`src/rtl/div_seq_ctrl_pkg.sv`:
```
`default_nettype none
// ============================================================================
// div_seq_ctrl_pkg : shared constants and FSM encoding for the divide sequencer
// Revision: 1.0
// ============================================================================
package div_seq_ctrl_pkg;

    localparam int DIV_DATA_W = 16;
    localparam int DIV_Q_ADDR = 1;
    localparam int DIV_R_ADDR = 2;

    typedef logic [2:0] t_div_state;

    localparam t_div_state DIV_IDLE   = 3'd0;
    localparam t_div_state DIV_CHECK  = 3'd1;
    localparam t_div_state DIV_DIVIDE = 3'd2;
    localparam t_div_state DIV_FIXUP  = 3'd3;
    localparam t_div_state DIV_WR_Q   = 3'd4;
    localparam t_div_state DIV_WR_R   = 3'd5;
    localparam t_div_state DIV_DONE   = 3'd6;

endpackage
`default_nettype wire

```
`src/rtl/div_seq_ctrl_core.sv`:
```
`default_nettype none
// ============================================================================
// div_core : iterative unsigned restoring divider, one quotient bit per cycle
// Revision: 1.0
// ============================================================================
module div_core #(
    parameter int DATA_W = 16
) (
    input  logic              Clk,
    input  logic              ResetN,
    input  logic              Start,
    input  logic [DATA_W-1:0] Dvd,
    input  logic [DATA_W-1:0] Dvs,
    output logic              Done,
    output logic [DATA_W-1:0] Quot,
    output logic [DATA_W-1:0] Rem
);

    localparam int CNT_W = $clog2(DATA_W);

    logic [DATA_W:0]   rem_r;
    logic [DATA_W-1:0] quo_r;
    logic [DATA_W-1:0] dvs_r;
    logic [CNT_W-1:0]  iter_cnt;
    logic              running;
    logic [DATA_W+1:0] shifted;
    logic [DATA_W+1:0] trial;

    assign shifted = {rem_r, quo_r[DATA_W-1]};
    assign trial   = shifted - {2'b00, dvs_r};

    // High during the final iteration so the caller leaves its wait state on
    // the same edge that the last quotient bit lands.
    assign Done = running && (iter_cnt == CNT_W'(DATA_W - 1));
    assign Quot = quo_r;
    assign Rem  = rem_r[DATA_W-1:0];

    always_ff @(posedge Clk or negedge ResetN) begin
        if (!ResetN) begin
            rem_r    <= '0;
            quo_r    <= '0;
            dvs_r    <= '0;
            iter_cnt <= '0;
            running  <= 1'b0;
        end else if (Start) begin
            rem_r    <= '0;
            quo_r    <= Dvd;
            dvs_r    <= Dvs;
            iter_cnt <= '0;
            running  <= 1'b1;
        end else if (running) begin
            if (trial[DATA_W+1]) begin
                rem_r <= shifted[DATA_W:0];
                quo_r <= {quo_r[DATA_W-2:0], 1'b0};
            end else begin
                rem_r <= trial[DATA_W:0];
                quo_r <= {quo_r[DATA_W-2:0], 1'b1};
            end
            iter_cnt <= iter_cnt + CNT_W'(1);
            if (Done) begin
                running <= 1'b0;
            end
        end
    end

endmodule
`default_nettype wire

```
`src/rtl/div_seq_ctrl.sv`:
```
`default_nettype none
// ============================================================================
// div_seq_ctrl : replaces the repeated-subtraction loop with a hardware divide
//                and writes the loop's final architectural state back.
// Revision: 1.0
// ============================================================================
module div_seq_ctrl
    import div_seq_ctrl_pkg::*;
#(
    parameter int DATA_W = DIV_DATA_W,
    parameter int Q_ADDR = DIV_Q_ADDR,
    parameter int R_ADDR = DIV_R_ADDR
) (
    input  logic              Clk,
    input  logic              ResetN,
    input  logic              StartDiv102,
    input  logic [DATA_W-1:0] Divident,
    input  logic [DATA_W-1:0] Divisor,
    input  logic [DATA_W-1:0] LoopAddr,
    input  logic [DATA_W-1:0] PcAfterLoop,
    input  logic              MemGnt,
    output logic              Stall,
    output logic              Busy,
    output logic              MemWrEn,
    output logic [DATA_W-1:0] MemWrAddr,
    output logic [DATA_W-1:0] MemWrData,
    output logic              DWrEn,
    output logic [DATA_W-1:0] DWrData,
    output logic              AWrEn,
    output logic [DATA_W-1:0] AWrData,
    output logic              PcRedirect,
    output logic [DATA_W-1:0] PcRedirectVal,
    output logic              Fallback
);

    t_div_state        state;
    t_div_state        state_nxt;
    logic [DATA_W-1:0] dvd;
    logic [DATA_W-1:0] dvs;
    logic [DATA_W-1:0] loop_addr;
    logic [DATA_W-1:0] pc_after;
    logic [DATA_W-1:0] r_res;
    logic              core_start;
    logic              core_done;
    logic [DATA_W-1:0] core_quot;
    logic [DATA_W-1:0] core_rem;
    logic [DATA_W-1:0] fix_q;
    logic [DATA_W-1:0] fix_r;
    logic              start_ok;

    // Non-positive divisors never terminate in software; non-positive
    // dividends can wrap positive, so both are left to the software loop.
    function automatic logic operands_ok(input logic [DATA_W-1:0] a,
                                         input logic [DATA_W-1:0] b);
        return !a[DATA_W-1] && (|a) && !b[DATA_W-1] && (|b);
    endfunction

    assign start_ok   = (state == DIV_IDLE) && StartDiv102;
    assign core_start = (state == DIV_CHECK) && operands_ok(dvd, dvs);
    assign MemWrEn    = (state == DIV_WR_Q) || (state == DIV_WR_R);

    // The loop runs one extra iteration whenever the division is inexact,
    // leaving a non-positive residue.
    always_comb begin
        fix_q = core_quot;
        fix_r = '0;
        if (core_rem != '0) begin
            fix_q = core_quot + DATA_W'(1);
            fix_r = core_rem - dvs;
        end
    end

    always_comb begin
        state_nxt = state;
        case (state)
            DIV_IDLE:   if (StartDiv102) state_nxt = DIV_CHECK;
            DIV_CHECK:  state_nxt = operands_ok(dvd, dvs) ? DIV_DIVIDE : DIV_IDLE;
            DIV_DIVIDE: if (core_done) state_nxt = DIV_FIXUP;
            DIV_FIXUP:  state_nxt = DIV_WR_Q;
            DIV_WR_Q:   if (MemGnt) state_nxt = DIV_WR_R;
            DIV_WR_R:   if (MemGnt) state_nxt = DIV_DONE;
            DIV_DONE:   state_nxt = DIV_IDLE;
            default:    state_nxt = DIV_IDLE;
        endcase
    end

    div_core #(
        .DATA_W (DATA_W)
    ) u_div_core (
        .Clk    (Clk),
        .ResetN (ResetN),
        .Start  (core_start),
        .Dvd    (dvd),
        .Dvs    (dvs),
        .Done   (core_done),
        .Quot   (core_quot),
        .Rem    (core_rem)
    );

    always_ff @(posedge Clk or negedge ResetN) begin
        if (!ResetN) begin
            state         <= DIV_IDLE;
            dvd           <= '0;
            dvs           <= '0;
            loop_addr     <= '0;
            pc_after      <= '0;
            r_res         <= '0;
            Stall         <= 1'b0;
            Busy          <= 1'b0;
            Fallback      <= 1'b0;
            MemWrAddr     <= '0;
            MemWrData     <= '0;
            DWrEn         <= 1'b0;
            DWrData       <= '0;
            AWrEn         <= 1'b0;
            AWrData       <= '0;
            PcRedirect    <= 1'b0;
            PcRedirectVal <= '0;
        end else begin
            state    <= state_nxt;
            Stall    <= (state_nxt != DIV_IDLE);
            Busy     <= (state_nxt != DIV_IDLE);
            Fallback <= start_ok && !operands_ok(Divident, Divisor);

            if (start_ok) begin
                dvd       <= Divident;
                dvs       <= Divisor;
                loop_addr <= LoopAddr;
                pc_after  <= PcAfterLoop;
            end

            case (state)
                DIV_FIXUP: begin
                    MemWrAddr <= DATA_W'(Q_ADDR);
                    MemWrData <= fix_q;
                    r_res     <= fix_r;
                end
                DIV_WR_Q: begin
                    if (MemGnt) begin
                        MemWrAddr <= DATA_W'(R_ADDR);
                        MemWrData <= r_res;
                        DWrEn     <= 1'b1;
                        DWrData   <= r_res;
                    end
                end
                DIV_WR_R: begin
                    if (MemGnt) begin
                        MemWrAddr     <= '0;
                        MemWrData     <= '0;
                        DWrEn         <= 1'b0;
                        DWrData       <= '0;
                        AWrEn         <= 1'b1;
                        AWrData       <= loop_addr;
                        PcRedirect    <= 1'b1;
                        PcRedirectVal <= pc_after;
                    end
                end
                DIV_DONE: begin
                    AWrEn         <= 1'b0;
                    AWrData       <= '0;
                    PcRedirect    <= 1'b0;
                    PcRedirectVal <= '0;
                end
                default: ;
            endcase
        end
    end

endmodule
`default_nettype wire
```
`config.mk`:
```
export PLATFORM = sky130hd
export DESIGN_NAME = div_seq_ctrl
export DESIGN_NICKNAME = d
export VERILOG_FILES = /design/src/rtl/div_seq_ctrl_pkg.sv /design/src/rtl/div_seq_ctrl_core.sv /design/src/rtl/div_seq_ctrl.sv
export SDC_FILE = /design/constraint.sdc
export NUM_CORES = 1
export LEC_CHECK = 0
export ABC_AREA = 1
export CORE_ASPECT_RATIO = 1.1
export CORE_UTILIZATION = 45
export DETAILED_ROUTE_END_ITERATION = 7
export PLACE_DENSITY_LB_ADDON = 0.25
export REMOVE_ABC_BUFFERS = 1
export SETUP_SLACK_MARGIN = 0.15
export SLEW_MARGIN = 20
export SYNTH_ARGS = -nofsm -noshare
export SYNTH_HDL_FRONTEND = slang
export SYNTH_HIERARCHICAL = 1
export SYNTH_SLANG_ARGS = --single-unit
export TNS_END_PERCENT = 1
```
`constraint.sdc`:
```
create_clock -name Clk -period 2.2 [get_ports Clk]
set_input_delay 0.22 -clock Clk [delete_from_list [all_inputs] [get_ports Clk]]
set_output_delay 0.22 -clock Clk [all_outputs]
set_load 0.03 [all_outputs]
```
[Word-level counts from Yosys, hierarchy flattened]
Cells that the tools add are included.
Word-level totals
  flip-flop bits (word level): 221
  input port bits: 68
Cells by class
  muxes and demuxes: 33
  add/subtract/negate cells: 4
  eq/ne operators: 9
  reduce and logical (&&, ||, !) cells: 30
Operators by type and width (count)
  16-bit 2-to-1 mux: 9
  16-bit case mux with 2 select lines: 3
  16-bit case mux with 3 select lines: 2
  16-bit OR reduction: 4
  17-bit 2-to-1 mux: 3
  3-bit case mux with 6 select lines: 1
  18-bit by 16-bit subtractor with 18-bit output: 1
  16-bit by 1-bit adder with 16-bit output, second input constant: 1
  16-bit nonzero test: 1
  16-bit subtractor: 1
  3-bit 2-to-1 mux: 4
  1-bit logical AND: 10
  3-bit equality test, second input constant: 3
  4-bit 2-to-1 mux: 2
  3-bit by 2-bit equality test with 1-bit output, second input constant: 2
  1-bit 2-to-1 mux: 6
  3-bit AND reduction: 2
  2-bit nonzero test: 3
  3-bit nonzero test: 2
  1-bit logical NOT: 5
  4-bit by 1-bit adder with 4-bit output, second input constant: 1
  4-bit equality test, second input constant: 1
  2-bit != test, second input constant: 2
  1-bit case mux with 2 select lines: 2
  other kinds (5): 5

[Longest topological paths before layout]
Gate-level depths: netlist (run 1).
  depth in word-level cells: 7
  mapped depth: 16

[Modules after synthesis]
Netlist (run 1), hierarchy kept.
Modules (own cells, without submodules)
  div_seq_ctrl: cells each 948, area each 7845.0 µm², sequential area each 3828.7 µm², instances 1
  div_core: cells each 505, area each 3594.7 µm², sequential area each 1351.3 µm², instances 1

[Worst setup path after synthesis (run 1)]
OpenSTA, ideal clock, no wires.
  path type: register to register
  start point: register u_div_core.quo_r[15], in the netlist u_div_core/Quot[15]
  end point: register u_div_core.rem_r[10]
  buffers on the path: 0
  library setup time: 0.117 ns
  clock period less this slack: 1.919 ns
  stages on the path, launching flop included: 15
  arrival time: 1.801 ns
  path slack: 0.281 ns
  cells stage by stage: dfrtp_1 -> inv_1 -> ha_1 -> fa_1 -> nand3b_1 -> nand2_1 -> nand2_1 -> nand2_1 -> nand3_1 -> nand2_1 -> nand2_1 -> nand2_1 -> nand2_1 -> nand3_1 -> nand2_1
Between the ends
  word-level cells in the longest chain between the ends: 4
Ends and longest elaborated chain
  start, declared: line div_seq_ctrl_core.sv:22  | logic [DATA_W-1:0] quo_r;
  start signal, assigned: line div_seq_ctrl_core.sv:47  | quo_r <= Dvd;
  start signal, assigned: line div_seq_ctrl_core.sv:54  | quo_r <= {quo_r[DATA_W-2:0], 1'b0};
  start signal, assigned: line div_seq_ctrl_core.sv:57  | quo_r <= {quo_r[DATA_W-2:0], 1'b1};
  18-bit by 16-bit subtractor with 18-bit output: line div_seq_ctrl_core.sv:30  | assign trial = shifted - {2'b00, dvs_r};
  17-bit 2-to-1 mux: line div_seq_ctrl_core.sv:52  | if (trial[DATA_W+1]) begin
  17-bit 2-to-1 mux: line div_seq_ctrl_core.sv:51  | end else if (running) begin
  17-bit 2-to-1 mux: line div_seq_ctrl_core.sv:45  | end else if (Start) begin
  end signal, assigned: line div_seq_ctrl_core.sv:53  | rem_r <= shifted[DATA_W:0];
  end signal, assigned: line div_seq_ctrl_core.sv:56  | rem_r <= trial[DATA_W:0];
  end, declared: line div_seq_ctrl_core.sv:21  | logic [DATA_W:0] rem_r;
Every way passes these cells. The select of a mux whose other input is x is not followed.
A chain may end at the register's enable or synchronous reset.

[Worst setup path after layout (run 1)]
  start point: register u_div_core.rem_r[11]
  end point: register u_div_core.rem_r[9]
Between the ends
  word-level cells in the longest chain between the ends: 4
Ends and longest elaborated chain (line)
  18-bit by 16-bit subtractor with 18-bit output: div_seq_ctrl_core.sv:30
  17-bit 2-to-1 mux: div_seq_ctrl_core.sv:52
  17-bit 2-to-1 mux: div_seq_ctrl_core.sv:51
  17-bit 2-to-1 mux: div_seq_ctrl_core.sv:45
Every way passes these cells. The select of a mux whose other input is x is not followed.

==> out/results.txt, run 1 <==
# clock sinks -> 207
Seq/Total Area, Yosys -> 45.3%
Top_reg_cell synth -> dfrtp_1
Final period utilization -> 92.8%
Worst flop-to-flop path startpoint -> u_div_core/rem_r[11]$_DFFE_PN0P_
EDFF count, synth -> 0
H-tree Lvls -> 1
Synth Area per Inst -> 7.87 sq um
Post-synth ARST share -> 100%
Diode count -> 0
RSZ-0062 raised after global routing -> true
Hold crit path type -> input port to asynchronous set/reset pin
Initial antenna violation count -> 0
Initial DRC count -> 751
Largest net degree at the start of global routing -> 61
CP Class -> flip-flop to flip-flop
Die Span X -> 154 um
IO Pins -> 155
Via/cell ratio -> 5.17
Final setup TNS -> 0 ns
Worst Setup EP -> u_div_core/rem_r[9]$_DFFE_PN0P_
FP Rows -> 60
Clock Skew -> 0.0145 ns
Upper clock frequency limit -> 490 MHz
Gate Count Post-Synth -> 1453
Worst endpoint required time -> 2.59 ns
Reg2Reg Capture Point -> u_div_core/rem_r[9]$_DFFE_PN0P_
Worst Setup SP -> u_div_core/rem_r[11]$_DFFE_PN0P_
Global-route congestion overflow total -> 0
Flop2flop setup slack -> 0.16 ns
DR vias -> 10106
Critical path startpoint category -> flip-flop
Final min period -> 2.04 ns
Worst-skew pair later-pin latency -> 0.52 ns
Final hold violations -> 0
Critical Path Fanout Max -> 7
Clock-pin slew on the worst setup and hold paths -> 0.06 ns
Antenna Nets Post-Route -> 0
Layout cells sized above 1 -> 15.6%
Cell Pwr Density -> 576 nW/um^2
Vias in the first global route -> 9731
Slew @ Worst Pin -> 0.514 ns
Outcome -> completed
Cell area after synthesis -> 11400 sq um
FF+latch count, synth -> 207
Clock tree buffer depth -> 3
Core area -> 24700 sq um
Max-Cap Viols -> 0
Final Wtd Congestion -> 0.927
Synth unique cells -> 44
Num CTS Buffers -> 23
Area grow syn2layout -> 27.3%
Worst hold margin -> 0.244 ns
Starting Density -> 46.3%
Worst Path Arrival -> 2.43 ns
Sequential cell area -> 5180 sq um
Yosys warning count -> 6
Dpl hpwl -> 22.8 mm
Leading cell type in the layout, fill and taps excluded -> nand2_1
DRT Wirelength -> 31.3 mm
P_leak -> 7.32 nW
Final slew viol count -> 0
Multi-input logic area -> 5290 sq um
Count of final setup violators -> 0
First-pass GRT wire length -> 49.4 mm
Die area -> 26100 sq um
Root Buffer -> clkbuf_16
R2R depth -> 11
Most frequent cells in the layout -> nand2_1 (407), dfrtp_1 (207), inv_1 (188)
First-pass DRT Iterations -> 6
Max VDD drop -> 0.620 mV
Count of nets after finishing -> 1729
Worst setup EP type -> flip-flop
DRC errors left -> 0
Die H -> 169 um
Routed wire per std cell -> 16.0 um
Worst relative slew slack -> 65.4%
Number of port buffers -> 140
All-Layer GR Usage -> 23.8%
CTS tree -> done
Fillers -> 2260
## Yosys cell counts (6+ instances only)
library cell | instances | area share [%]
buf_6 | 13 | 1.3
clkbuf_1 | 17 | 0.56
ha_1 | 33 | 3.6
a21oi_1 | 46 | 2.0
o221ai_1 | 10 | 0.77
nor2_2 | 6 | 0.33
nor4_1 | 10 | 0.55
nand3b_1 | 6 | 0.39
nand4_1 | 17 | 0.93
inv_2 | 6 | 0.20
nand2_2 | 8 | 0.44
nor3_1 | 8 | 0.35
nand3_2 | 29 | 2.5
o21ai_2 | 20 | 1.5
o21ai_0 | 113 | 4.9
xnor2_1 | 6 | 0.46
o21ai_1 | 14 | 0.61
buf_2 | 13 | 0.57
nand2_1 | 419 | 14
nand3_1 | 103 | 4.5
nor2_1 | 70 | 2.3
buf_4 | 38 | 2.5
dfrtp_1 | 207 | 45
inv_1 | 201 | 6.6
## sequential cells by signal, indices dropped and copies added (netlist names)
name / count
u_div_core/rem_r: 17
state: 3
DWrEn: 1
loop_addr: 16
MemWrData: 16
u_div_core/running: 1
u_div_core/dvs_r: 16
Fallback: 1
DWrData: 16
dvd: 16
MemWrAddr: 2
PcRedirectVal: 16
PcRedirect: 1
AWrData: 16
u_div_core/Quot: 16
r_res: 16
dvs: 16
pc_after: 16
Busy: 1
u_div_core/iter_cnt: 4
## critical path, stage by stage, from the launching register on
cell,delay [ns]
dfrtp_1,0.42
ha_4,0.27
a21oi_2,0.22
a21oi_1,0.12
nor2_2,0.21
buf_6,0.15
nand3_4,0.10
buf_12,0.17
nand3_1,0.07
nand2_1,0.05
nand2_1,0.05
nand2_1,0.08
## cell families (layout without fill, tap and decap cells)
logic type	count (synthesis)	in the layout	share of synthesized area, %
buffers and inverters	291	468	11.8
AND/OR/NAND/NOR	684	684	26.9
flip-flops	207	207	45.3
adder cells (fa/ha/maj)	35	35	3.96
other	1	14	0.0328
XOR/XNOR	11	11	0.842
AO/OA/AOI/OAI	224	224	11.2
## layer usage
metal / vias to the layer above / part of all wire (%) / GRT usage (%)
met2: 272 / 50 / 41.3
met5: - / 0 / 0
met1: 4812 / 43 / 30.7
met3: 58 / 4.3 / 2.89
met4: 0 / 2.9 / 8.52
li1: 4964 / - / -
## power breakdown
group          switching [mW]  leakage [nW]  internal (mW)  total (mW)
logic                   0.228          4.43          0.192       0.420
clock network            1.60         0.404           2.51        4.11
registers              0.0217          2.49           3.84        3.86
total                    1.85          7.32           6.54        8.39
## per-stage QoR
stage | utilization [%] | std cells | instance area (sq um) | total power [mW] | setup slack, ns
after floorplan | - | 1383 | 10900 | 4.06 | -0.642
after global placement | 54.0 | 1902 | 13300 | 4.35 | 0.0827
after detailed placement | 54.0 | 1902 | 13300 | 4.35 | 0.0411
after CTS | 57.7 | 1945 | 14200 | 8.45 | 0.112
after global routing | 59.0 | 1953 | 14600 | 8.65 | 0.0766
final | 59.0 | 1953 | 14600 | 8.39 | 0.159
## timing repair
action / CTS / global route
resized for setup: 15 / 63
buffers inserted: 0 / 7
gates cloned: 0 / 1
endpoints found under the setup margin: 33 / 44
hold buffers: 1 / 0
endpoints found under the hold margin: 52 / 0
pin swaps: 3 / 17
## how the worst min path moves through the flow
stage / startpoint / to / slack (ns) / depth (start not counted)
detailed placement: ResetN / loop_addr[3]$_DFFE_PN0P_ / 0.23 / 1
finish: ResetN / loop_addr[4]$_DFFE_PN0P_ / 0.24 / 2
global route: ResetN / loop_addr[4]$_DFFE_PN0P_ / 0.27 / 2
floorplan: ResetN / AWrData[0]$_DFFE_PN0P_ / -0.08 / 0
global placement: ResetN / loop_addr[12]$_DFFE_PN0P_ / 0.22 / 1
CTS: ResetN / loop_addr[4]$_DFFE_PN0P_ / 0.25 / 2
## area by class of cell
| class | count | area share (%) |
|---|---|---|
| inverter | 208 | 5.40 |
| timing repair inverter | 1 | 0.0516 |
| multi-input combinational | 968 | 36.3 |
| tap | 310 | 2.66 |
| clock inverter | 9 | 0.851 |
| clock buffer | 33 | 4.69 |
| timing repair buffer | 217 | 14.5 |
| sequential | 207 | 35.6 |
Note: power is estimated with default switching activity, not from simulation.
==> run 2, diff against run 1 <==
--- a/config.mk
+++ b/config.mk
@@ -9,7 +9,9 @@
 export CORE_ASPECT_RATIO = 1.1
 export CORE_UTILIZATION = 45
 export DETAILED_ROUTE_END_ITERATION = 7
+export HOLD_SLACK_MARGIN = 0.12
 export PLACE_DENSITY_LB_ADDON = 0.25
+export RECOVER_POWER = 25
 export REMOVE_ABC_BUFFERS = 1
 export SETUP_SLACK_MARGIN = 0.15
 export SLEW_MARGIN = 20
==> out/results.txt, run 2 (synthesis results as in run 1) <==
Outcome -> completed
FP Rows -> 60
Most frequent cells in the layout -> nand2_1 (407), dfrtp_1 (207), inv_1 (188)
Sequential cell area -> 5180 sq um
Post-route cell area -> 14500 sq um
Final slew viol count -> 0
Register share of total power -> 46.0%
Worst endpoint required time -> 2.59 ns
Final Util -> 58.9%
Total power -> 8.38 mW
Fin worst setup slack -> 0.146 ns
Worst relative slew slack -> 2.06%
Initial antenna violation count -> 0
Final min period -> 2.05 ns
Area grow syn2layout -> 27.1%
Clock Skew -> 0.0149 ns
Dpl ws -> 0.0411 ns
Via/cell ratio -> 5.18
IO Pins -> 155
Final hold violations -> 0
All-Layer GR Usage -> 23.8%
CTS tree -> done
Die area -> 26100 sq um
Dpl hpwl -> 22.8 mm
Routed wire per std cell -> 16.0 um
Switching Fraction -> 22.1%
Clock tree buffer depth -> 3
Diode count -> 0
Worst setup EP type -> flip-flop
Clock-pin slew on the worst setup and hold paths -> 0.06 ns
Critical Path Fanout Max -> 7
First-pass DRT Iterations -> 5
Count of final setup violators -> 0
# clock sinks -> 207
DRT Wirelength -> 31.2 mm
Fillers -> 2266
Combinational Power Share -> 5.0%
H-tree Lvls -> 1
Max-Cap Viols -> 0
Final Wtd Congestion -> 0.927
Post-Place Cell Area -> 13300 sq um
CP Class -> flip-flop to flip-flop
Upper clock frequency limit -> 487 MHz
DR vias -> 10121
Layout cells sized above 1 -> 15.6%
Number of port buffers -> 140
First-pass GRT wire length -> 49.4 mm
Starting Density -> 46.3%
Largest net degree at the start of global routing -> 61
Leading cell type in the layout, fill and taps excluded -> nand2_1
DRC errors left -> 0
Clock power frac -> 49.0%
Root Buffer -> clkbuf_16
Int Pwr -> 6.53 mW
Antenna Nets Post-Route -> 0
Global-route congestion overflow total -> 0
Multi-input logic area -> 5290 sq um
RSZ-0062 raised after global routing -> true
Critical path startpoint category -> flip-flop
Most flop-heavy register -> u_div_core/rem_r
Worst-skew pair later-pin latency -> 0.52 ns
Initial DRC count -> 753
Max FFs per register -> 17
Core area -> 24700 sq um
Die H -> 169 um
Die Span X -> 154 um
Hold crit path type -> input port to flip-flop
P_leak -> 7.32 nW
Final period utilization -> 93.4%
Max VDD drop -> 0.621 mV
Count of nets after finishing -> 1729
Num CTS Buffers -> 23
Cell Pwr Density -> 576 nW/um^2
Slew @ Worst Pin -> 1.47 ns
Net Switching -> 1.85 mW
Worst Path Arrival -> 2.44 ns
Vias in the first global route -> 9731
-- run 2: cell types whose count changed in the layout (fill, tap and decap cells not counted) --
cell,delta
clkbuf_2,+1
clkbuf_8,-1
buf_12,-1
buf_6,+1
-- run 2: path summary, 6_finish.rpt --
| kind | slack, ns | start | cells after the start | end |
|---|---|---|---|---|
| min | 0.26 | LoopAddr[0] | 3 | loop_addr[0]$_DFFE_PN0P_ |
| max in group asynchronous | 0.43 | ResetN | 3 | u_div_core/rem_r[5]$_DFFE_PN0P_ |
| max | 0.15 | u_div_core/rem_r[11]$_DFFE_PN0P_ | 11 | u_div_core/rem_r[9]$_DFFE_PN0P_ |
| min in group asynchronous | 0.60 | ResetN | 2 | loop_addr[3]$_DFFE_PN0P_ |
| min reg2reg | 0.47 | MemWrAddr[0]$_DFFE_PN0P_ | 2 | MemWrAddr[0]$_DFFE_PN0P_ |
| max reg2reg | 0.15 | u_div_core/rem_r[11]$_DFFE_PN0P_ | 11 | u_div_core/rem_r[9]$_DFFE_PN0P_ |
-- run 2: worst max-delay path, cell delays in order, from the launching register on --
cell and delay [ns]:
dfrtp_1 0.42, ha_4 0.27, a21oi_2 0.23, a21oi_1 0.13, nor2_2 0.21, buf_6 0.15, nand3_4 0.10, buf_12 0.17
nand3_1 0.07, nand2_1 0.05, nand2_1 0.05, nand2_1 0.08
-- run 2: power by group through the flow --
stage                     clock network, mW  registers, mW  logic [mW]
after floorplan                           0           3.98      0.0730
after CTS                              4.17           3.86       0.429
after detailed placement                  0           3.93       0.426
final                                  4.11           3.86       0.417
after global routing                   4.34           3.86       0.452
after global placement                    0           3.93       0.420
-- run 2: metrics by stage --
stage               hold slack [ns]  setup TNS [ns]  std cells
floorplan                   -0.0756          -14.28       1383
global placement              0.222               0       1902
detailed placement            0.228               0       1902
CTS                           0.248               0       1945
global route                  0.273               0       1953
finish                        0.264               0       1953
-- run 2: routing by layer --
metal	vias to the layer above	track usage, %	wire length [um]
met5	-	0	0
met3	56	2.89	1340
met1	4819	30.7	13400
met2	287	41.3	15600
met4	0	8.52	859
li1	4959	-	-
-- run 2: final cells by class --
type                       count  share of cell area, %
sequential                   207                   35.6
multi-input combinational    968                   36.4
clock buffer                  33                   4.70
tap                          310                   2.67
timing repair inverter         1                 0.0516
inverter                     208                   5.40
timing repair buffer         217                   14.3
clock inverter                 9                  0.852
-- run 2: repair_timing --
action | CTS | global route
pin swaps | 3 | 17
endpoints found under the setup margin | 33 | 44
cloned | 0 | 1
endpoints found under the hold margin | 116 | 0
setup buffers | 0 | 7
resized for setup | 15 | 63
hold buffers | 1 | 0
